`src/rtl/fp_mul_operand_issue.sv`:
```
// fp_mul_operand_issue: operand issue FIFO ahead of the combinational FP multiplier
// Buffers operand pairs, pre-decodes IEEE special classes and tags each pair
// with a wrapping sequence number.
// Ports:
//   i_clk, i_rst_n        clock, synchronous active-low reset
//   i_flush               synchronous discard of all buffered pairs
//   i_in_valid/o_in_ready input handshake, i_in_multiplicand/i_in_multiplier operands
//   o_out_valid/i_out_ready output handshake for the head pair
//   o_out_multiplicand/o_out_multiplier/o_out_class/o_out_tag head entry fields
//   o_level               current occupancy
// Optional (FP_ISSUE_STATS_EN): o_stat_special, o_stat_issued saturating pop counters.
module fp_mul_operand_issue #(
   parameter int MB    = 23,
   parameter int EB    = 8,
   parameter int DEPTH = 4,
   parameter int TAGW  = 4
) (
   input  logic                    i_clk,
   input  logic                    i_rst_n,
   input  logic                    i_flush,
   input  logic                    i_in_valid,
   output logic                    o_in_ready,
   input  logic [EB+MB:0]          i_in_multiplicand,
   input  logic [EB+MB:0]          i_in_multiplier,
   output logic                    o_out_valid,
   input  logic                    i_out_ready,
   output logic [EB+MB:0]          o_out_multiplicand,
   output logic [EB+MB:0]          o_out_multiplier,
   output logic [3:0]              o_out_class,
   output logic [TAGW-1:0]         o_out_tag,
   output logic [$clog2(DEPTH):0]  o_level
`ifdef FP_ISSUE_STATS_EN
   ,
   output logic [15:0]             o_stat_special,
   output logic [15:0]             o_stat_issued
`endif
);
   localparam int W  = EB + MB + 1;
   localparam int PW = $clog2(DEPTH);
   localparam int LW = PW + 1;

   logic [W-1:0]    r_opa [DEPTH];
   logic [W-1:0]    r_opb [DEPTH];
   logic [3:0]      r_cls [DEPTH];
   logic [TAGW-1:0] r_tag [DEPTH];
   logic [PW-1:0]   r_wp, r_rp;
   logic [LW-1:0]   r_level;
   logic [TAGW-1:0] r_tag_cnt;
   logic            w_push, w_pop;

   // {nan, inf, zero, denorm} for one operand, sign excluded
   function automatic logic [3:0] classify(input logic [W-2:0] f);
      logic e_max, e_zero, m_zero;
      e_max  = &f[W-2:MB];
      e_zero = ~|f[W-2:MB];
      m_zero = ~|f[MB-1:0];
      return {e_max & ~m_zero, e_max & m_zero, e_zero & m_zero, e_zero & ~m_zero};
   endfunction

   // in_ready deliberately ignores same-cycle pops to keep out_ready off this path
   assign o_in_ready         = i_rst_n && !i_flush && (r_level < LW'(DEPTH));
   assign o_out_valid        = r_level != '0;
   assign w_push             = i_in_valid && o_in_ready;
   assign w_pop              = o_out_valid && i_out_ready;
   assign o_out_multiplicand = r_opa[r_rp];
   assign o_out_multiplier   = r_opb[r_rp];
   assign o_out_class        = r_cls[r_rp];
   assign o_out_tag          = r_tag[r_rp];
   assign o_level            = r_level;

   always_ff @(posedge i_clk) begin
      if (!i_rst_n) begin
         // entries are cleared so the head reads as zero after reset
         for (int i = 0; i < DEPTH; i++) begin
            r_opa[i] <= '0;
            r_opb[i] <= '0;
            r_cls[i] <= '0;
            r_tag[i] <= '0;
         end
         r_wp      <= '0;
         r_rp      <= '0;
         r_level   <= '0;
         r_tag_cnt <= '0;
      end else if (i_flush) begin
         // tag counter keeps running across a flush
         r_wp    <= '0;
         r_rp    <= '0;
         r_level <= '0;
      end else begin
         if (w_push) begin
            r_opa[r_wp] <= i_in_multiplicand;
            r_opb[r_wp] <= i_in_multiplier;
            r_cls[r_wp] <= classify(i_in_multiplicand[W-2:0]) | classify(i_in_multiplier[W-2:0]);
            r_tag[r_wp] <= r_tag_cnt;
            r_wp        <= r_wp + PW'(1);
            r_tag_cnt   <= r_tag_cnt + TAGW'(1);
         end
         if (w_pop)
            r_rp <= r_rp + PW'(1);
         r_level <= r_level + LW'(w_push) - LW'(w_pop);
      end
   end

`ifdef FP_ISSUE_STATS_EN
   logic [15:0] r_stat_special, r_stat_issued;

   assign o_stat_special = r_stat_special;
   assign o_stat_issued  = r_stat_issued;

   always_ff @(posedge i_clk) begin
      if (!i_rst_n || i_flush) begin
         r_stat_special <= '0;
         r_stat_issued  <= '0;
      end else if (w_pop) begin
         r_stat_issued  <= r_stat_issued + 16'(r_stat_issued != 16'hFFFF);
         r_stat_special <= r_stat_special + 16'((o_out_class != 4'd0) && (r_stat_special != 16'hFFFF));
      end
   end
`endif

endmodule

```
`config.mk`:
```
export PLATFORM = sky130hd
export DESIGN_NAME = fp_mul_operand_issue
export DESIGN_NICKNAME = d
export VERILOG_FILES = /design/src/rtl/fp_mul_operand_issue.sv
export SDC_FILE = /design/constraint.sdc
export NUM_CORES = 1
export LEC_CHECK = 0
export CORE_MARGIN = 2
export CORE_UTILIZATION = 40
export CTS_BUF_LIST = sky130_fd_sc_hd__clkbuf_4 sky130_fd_sc_hd__clkbuf_8
export DETAILED_ROUTE_END_ITERATION = 8
export PLACE_DENSITY_LB_ADDON = 0.15
export SLEW_MARGIN = 20
export SYNTH_ARGS = -nofsm -noshare
export SYNTH_HDL_FRONTEND = slang
export SYNTH_SLANG_ARGS = --single-unit
export TNS_END_PERCENT = 10
```
`constraint.sdc`:
```
create_clock -name i_clk -period 5.5 [get_ports i_clk]
set_input_delay 0.825 -clock i_clk [delete_from_list [all_inputs] [get_ports i_clk]]
set_output_delay 0.825 -clock i_clk [all_outputs]
set_load 0.1 [all_outputs]
```
# Word-level counts from Yosys, hierarchy flattened
# Memories as Yosys holds them, arrays and structs flattened. A register that Yosys moved wholly into a read port is not among the register bits.
# Cells that the tools add are included.
# word_totals
reg_bits	11
mem_bits_rw	288
inputBits	69
out_inout_bits	77
word_cells	72
mem_count	4
# classes
n_addsub	5
magnitude_cmp	1
mux	25
n_bitwise	11
reduce_logical	22
# memory_table
memory	depth	word_bits	rd	rd_ports_with_merged_regs	write_ports	line_no	rtl
r_opa	4	32	1	1	4	42	logic [W-1:0] r_opa [DEPTH];
r_opb	4	32	1	1	4	43	logic [W-1:0] r_opb [DEPTH];
r_cls	4	4	1	1	4	44	logic [3:0] r_cls [DEPTH];
r_tag	4	4	1	1	4	45	logic [TAGW-1:0] r_tag [DEPTH];
# op_table
op	n
2-to-1 mux 32 bit	2
OR reduction 32 bit	2
OR reduction 23 bit	2
2-to-1 mux 2 bit	12
AND reduction 8 bit	2
OR reduction 8 bit	2
2-to-1 mux 1 bit	9
bitwise AND 1 bit	8
2-to-1 mux 4 bit	2
OR reduction 4 bit	2
logical NOT 1 bit	5
adder 2 x 1 -> 2 bit, second input constant	2
adder 4 x 1 -> 4 bit, second input constant	1
logical AND 1 bit	4
bitwise OR 4 bit	1
adder 3 x 1 -> 3 bit	1
less-than comparator 3 bit, second input constant	1
nonzero test 3 bit	1
subtractor 3 x 1 -> 3 bit	1
inverter 1 bit	2
AND reduction 2 bit	1
OR reduction 2 bit	1

# Logic depth before layout (Yosys ltp)
# logic_depth
word_depth	10
depth_mapped	10
ltp_nobuf	9

# Least setup slack after synthesis
# Ideal clock, no wire load.
# synth_timing
kind	input port to flip-flop
start	input port i_rst_n
end	memory r_cls[3][0] (enable)
arrival_ns	3.246
required_time_ns	5.068
path_slack_ns	1.822
cell_stages	6
path_buffers	3
cell_sequence	buf_4 and4bb_4 buf_2 clkbuf_1 nand3_1 nand2_1
# synth_lines
element	line_no	rtl
from (decl)	19	input logic i_rst_n,
to (decl)	44	

==> flow_metrics.tcl <==
set metrics [dict create \
    min_period_over_period_pct 76.45 \
    worstPathMaxFanout 44 \
    grtUsageMet2_pct 30.57 \
    grt-ovfl-total 0 \
    setup_violations 0 \
    multi_input_area_sq_um 4029 \
    worstPathRequired_ps 4680 \
    cts-buffers-inserted 51 \
    antenna_found_initial 2 \
    powerDensity_nw_per_um2 326.5 \
    grt_pass1_vias 7897 \
    path_class "reg2out" \
    cts_setup_buffers 0 \
    dp_hpwl_mm 17.38 \
    arrival_ps 3380 \
    num_vias 7231 \
    gp_congestion 0.7449 \
    io_pins 146 \
    cts_resized 0 \
    core_sq_um 32450 \
    holdCritStartpoint "r_rp[1]" \
    dieArea_sq_um 34380 \
    clk_latency_ps 570 \
    clockBufferDepth 3 \
    holdWs_ps 532.3 \
    yosysTopAreaCell "edfxtp_1" \
    fin_util_pct 49.64 \
    busiest_layer "met2" \
    placed_area_sq_um 15090 \
    slew_viol_final 0 \
    cts_max_level 2 \
    clkSinkCount 301 \
    status "finished, final reports clean" \
    final_common_cell "edfxtp_1" \
    skew_ps 19.56 \
    total_power_mw 5.260 \
    rsz0062_at_grt "false" \
    met3_usage_pct 3.539 \
    p_leak_nw 5.624 \
    nNetsFinal 1037 \
    drt_iter0_drc 463 \
    fillers 2760 \
    die_h_microns 185.4 \
    design_area_sq_um 16110 \
    clock-root-buffer "clkbuf_8" \
    final.min_clock_period_ps 4205 \
    max-cap-violations 0 \
    hold_viol 0 \
    ir_worst_vdd_mv 0.1760 \
    avgViaCountPerCell 4.987 \
    r2r_start "o_level[2]" \
    cp-end-kind "primary output" \
    first_pass_iters 5 \
    grt_max_degree 73 \
    clk_pin_slew_ps 60 \
    synth_cell_types 34 \
    grt_use_met1_pct 24.33 \
    routed_wl_mm 30.04 \
    synth_fp_nets 876 \
    synth_top_area_share_pct 65.70 \
    worst_slew_pin_slew_ps 991.0 \
    layout-drive-gt1-share_pct 18.57 \
    yosysWarnings 0 \
    syn_to_final_growth_pct 22.38 \
    fin_setup_tns_ps 0 \
    ys_ff_latch 301 \
    ant_nets 0 \
    min_path_type "reg2reg" \
    ys_seq_area_share_pct 67.67 \
    syn_area_per_cell_sq_um 16.39 \
    fmax_mhz 237.8 \
    die_w_microns 185.4 \
    regArea_sq_um 8916 \
    ys_top_cells_by_area "edfxtp_1 66%, and2_1 13%, mux4_2 12%" \
    grtUsageTotal_pct 18.19 \
    initial_utilization_pct 40.56 \
    slew_headroom_pct 33.73 \
    rows 66 \
    most-common-layout-cells "288 x edfxtp_1, 275 x and2_1, 144 x clkdlybuf4s50_1" \
    syn_inst 803 \
    cts_hold_buf 0 \
    wl_per_cell_microns 20.72 \
    port_buffers 145 \
    cts_tree "yes" \
    startpoint_type "flip-flop" \
    drc_errors 0 \
    netlist_area_sq_um 13160 \
    grt_pass1_wl_mm 46.53 \
]
worst max-delay path, cell delays in order, from the launching register on:
cell and delay (ps):
dfxtp_4 760, buf_12 420, mux4_2 620, clkdlybuf4s50_1 990
kinds of logic (layout without fill, tap and decap cells):
group,count (synthesis),in the layout,share of synthesized area [%]
XOR/XNOR,8,8,0.5323
buffers and inverters,54,258,2.053
AO/OA/AOI/OAI,23,23,1.036
other,0,1,0
AND/OR/NAND/NOR,341,341,15.95
multiplexers,72,72,12.32
adder cells (fa/ha/maj),4,4,0.4373
flip-flops,301,301,67.67
synthesized netlist by cell type, drive strengths merged:
cell type    n
a21boi       1
a21oi       17
and2       276
and4         2
and4bb       1
buf         19
clkbuf      29
dfxtp       13
edfxtp     288
fa           1
ha           3
inv          6
mux4        72
nand2       11
nand2b       1
nand3        5
nand4        7
nor2        16
nor3         3
nor4         6
o21ai        4
o31a         1
or2          3
or3          2
or4          8
xnor2        7
xor2         1
state kept, by name, summed over array words and instances, names as in the netlist, named ones only:
register	count
r_cls	16
r_tag_cnt	4
r_wp	2
r_rp	2
o_level	3
r_opb	128
r_opa	128
r_tag	16
report_power, final:
group / internal, mW / total, mW / switching (mW)
sequential: 2.61 / 2.64 / 0.0301
combinational: 0.185 / 0.647 / 0.462
clock: 1.09 / 1.97 / 0.878
total: 3.89 / 5.26 / 1.37
routing by layer:
metal / vias up / wire [microns]
li1: 3328 / -
met1: 3642 / 13110
met2: 220 / 14810
met3: 39 / 1625
met4: 2 / 481
met5: - / 13
stage by stage:
| step | setup slack [ps] | instances |
|---|---|---|
| after floorplan | 1822 | 803 |
| after global placement | 1425 | 1353 |
| after detailed placement | 1387 | 1353 |
| after CTS | 1186 | 1449 |
| after global routing | 1083 | 1449 |
| final | 1295 | 1450 |
area by class of cell:
cell class	instances	share of cell area (%)
antenna	1	0.01553
clock buffer	83	5.926
clock inverter	13	0.3806
inverter	6	0.1553
multi-input combinational	448	25.01
sequential	301	55.34
tap	442	3.433
timing repair buffer	156	9.739
path summary, 6_finish.rpt:
check / endpoint / slack [ps] / cells past startpoint
hold / removal: r_rp[1] / 530 / 2
setup / recovery: o_out_class[3] / 1300 / 3
hold reg to reg: r_rp[1] / 530 / 2
setup reg to reg: r_opb[0][11] / 2770 / 5
No activity file was read; power rests on OpenSTA's default activity.
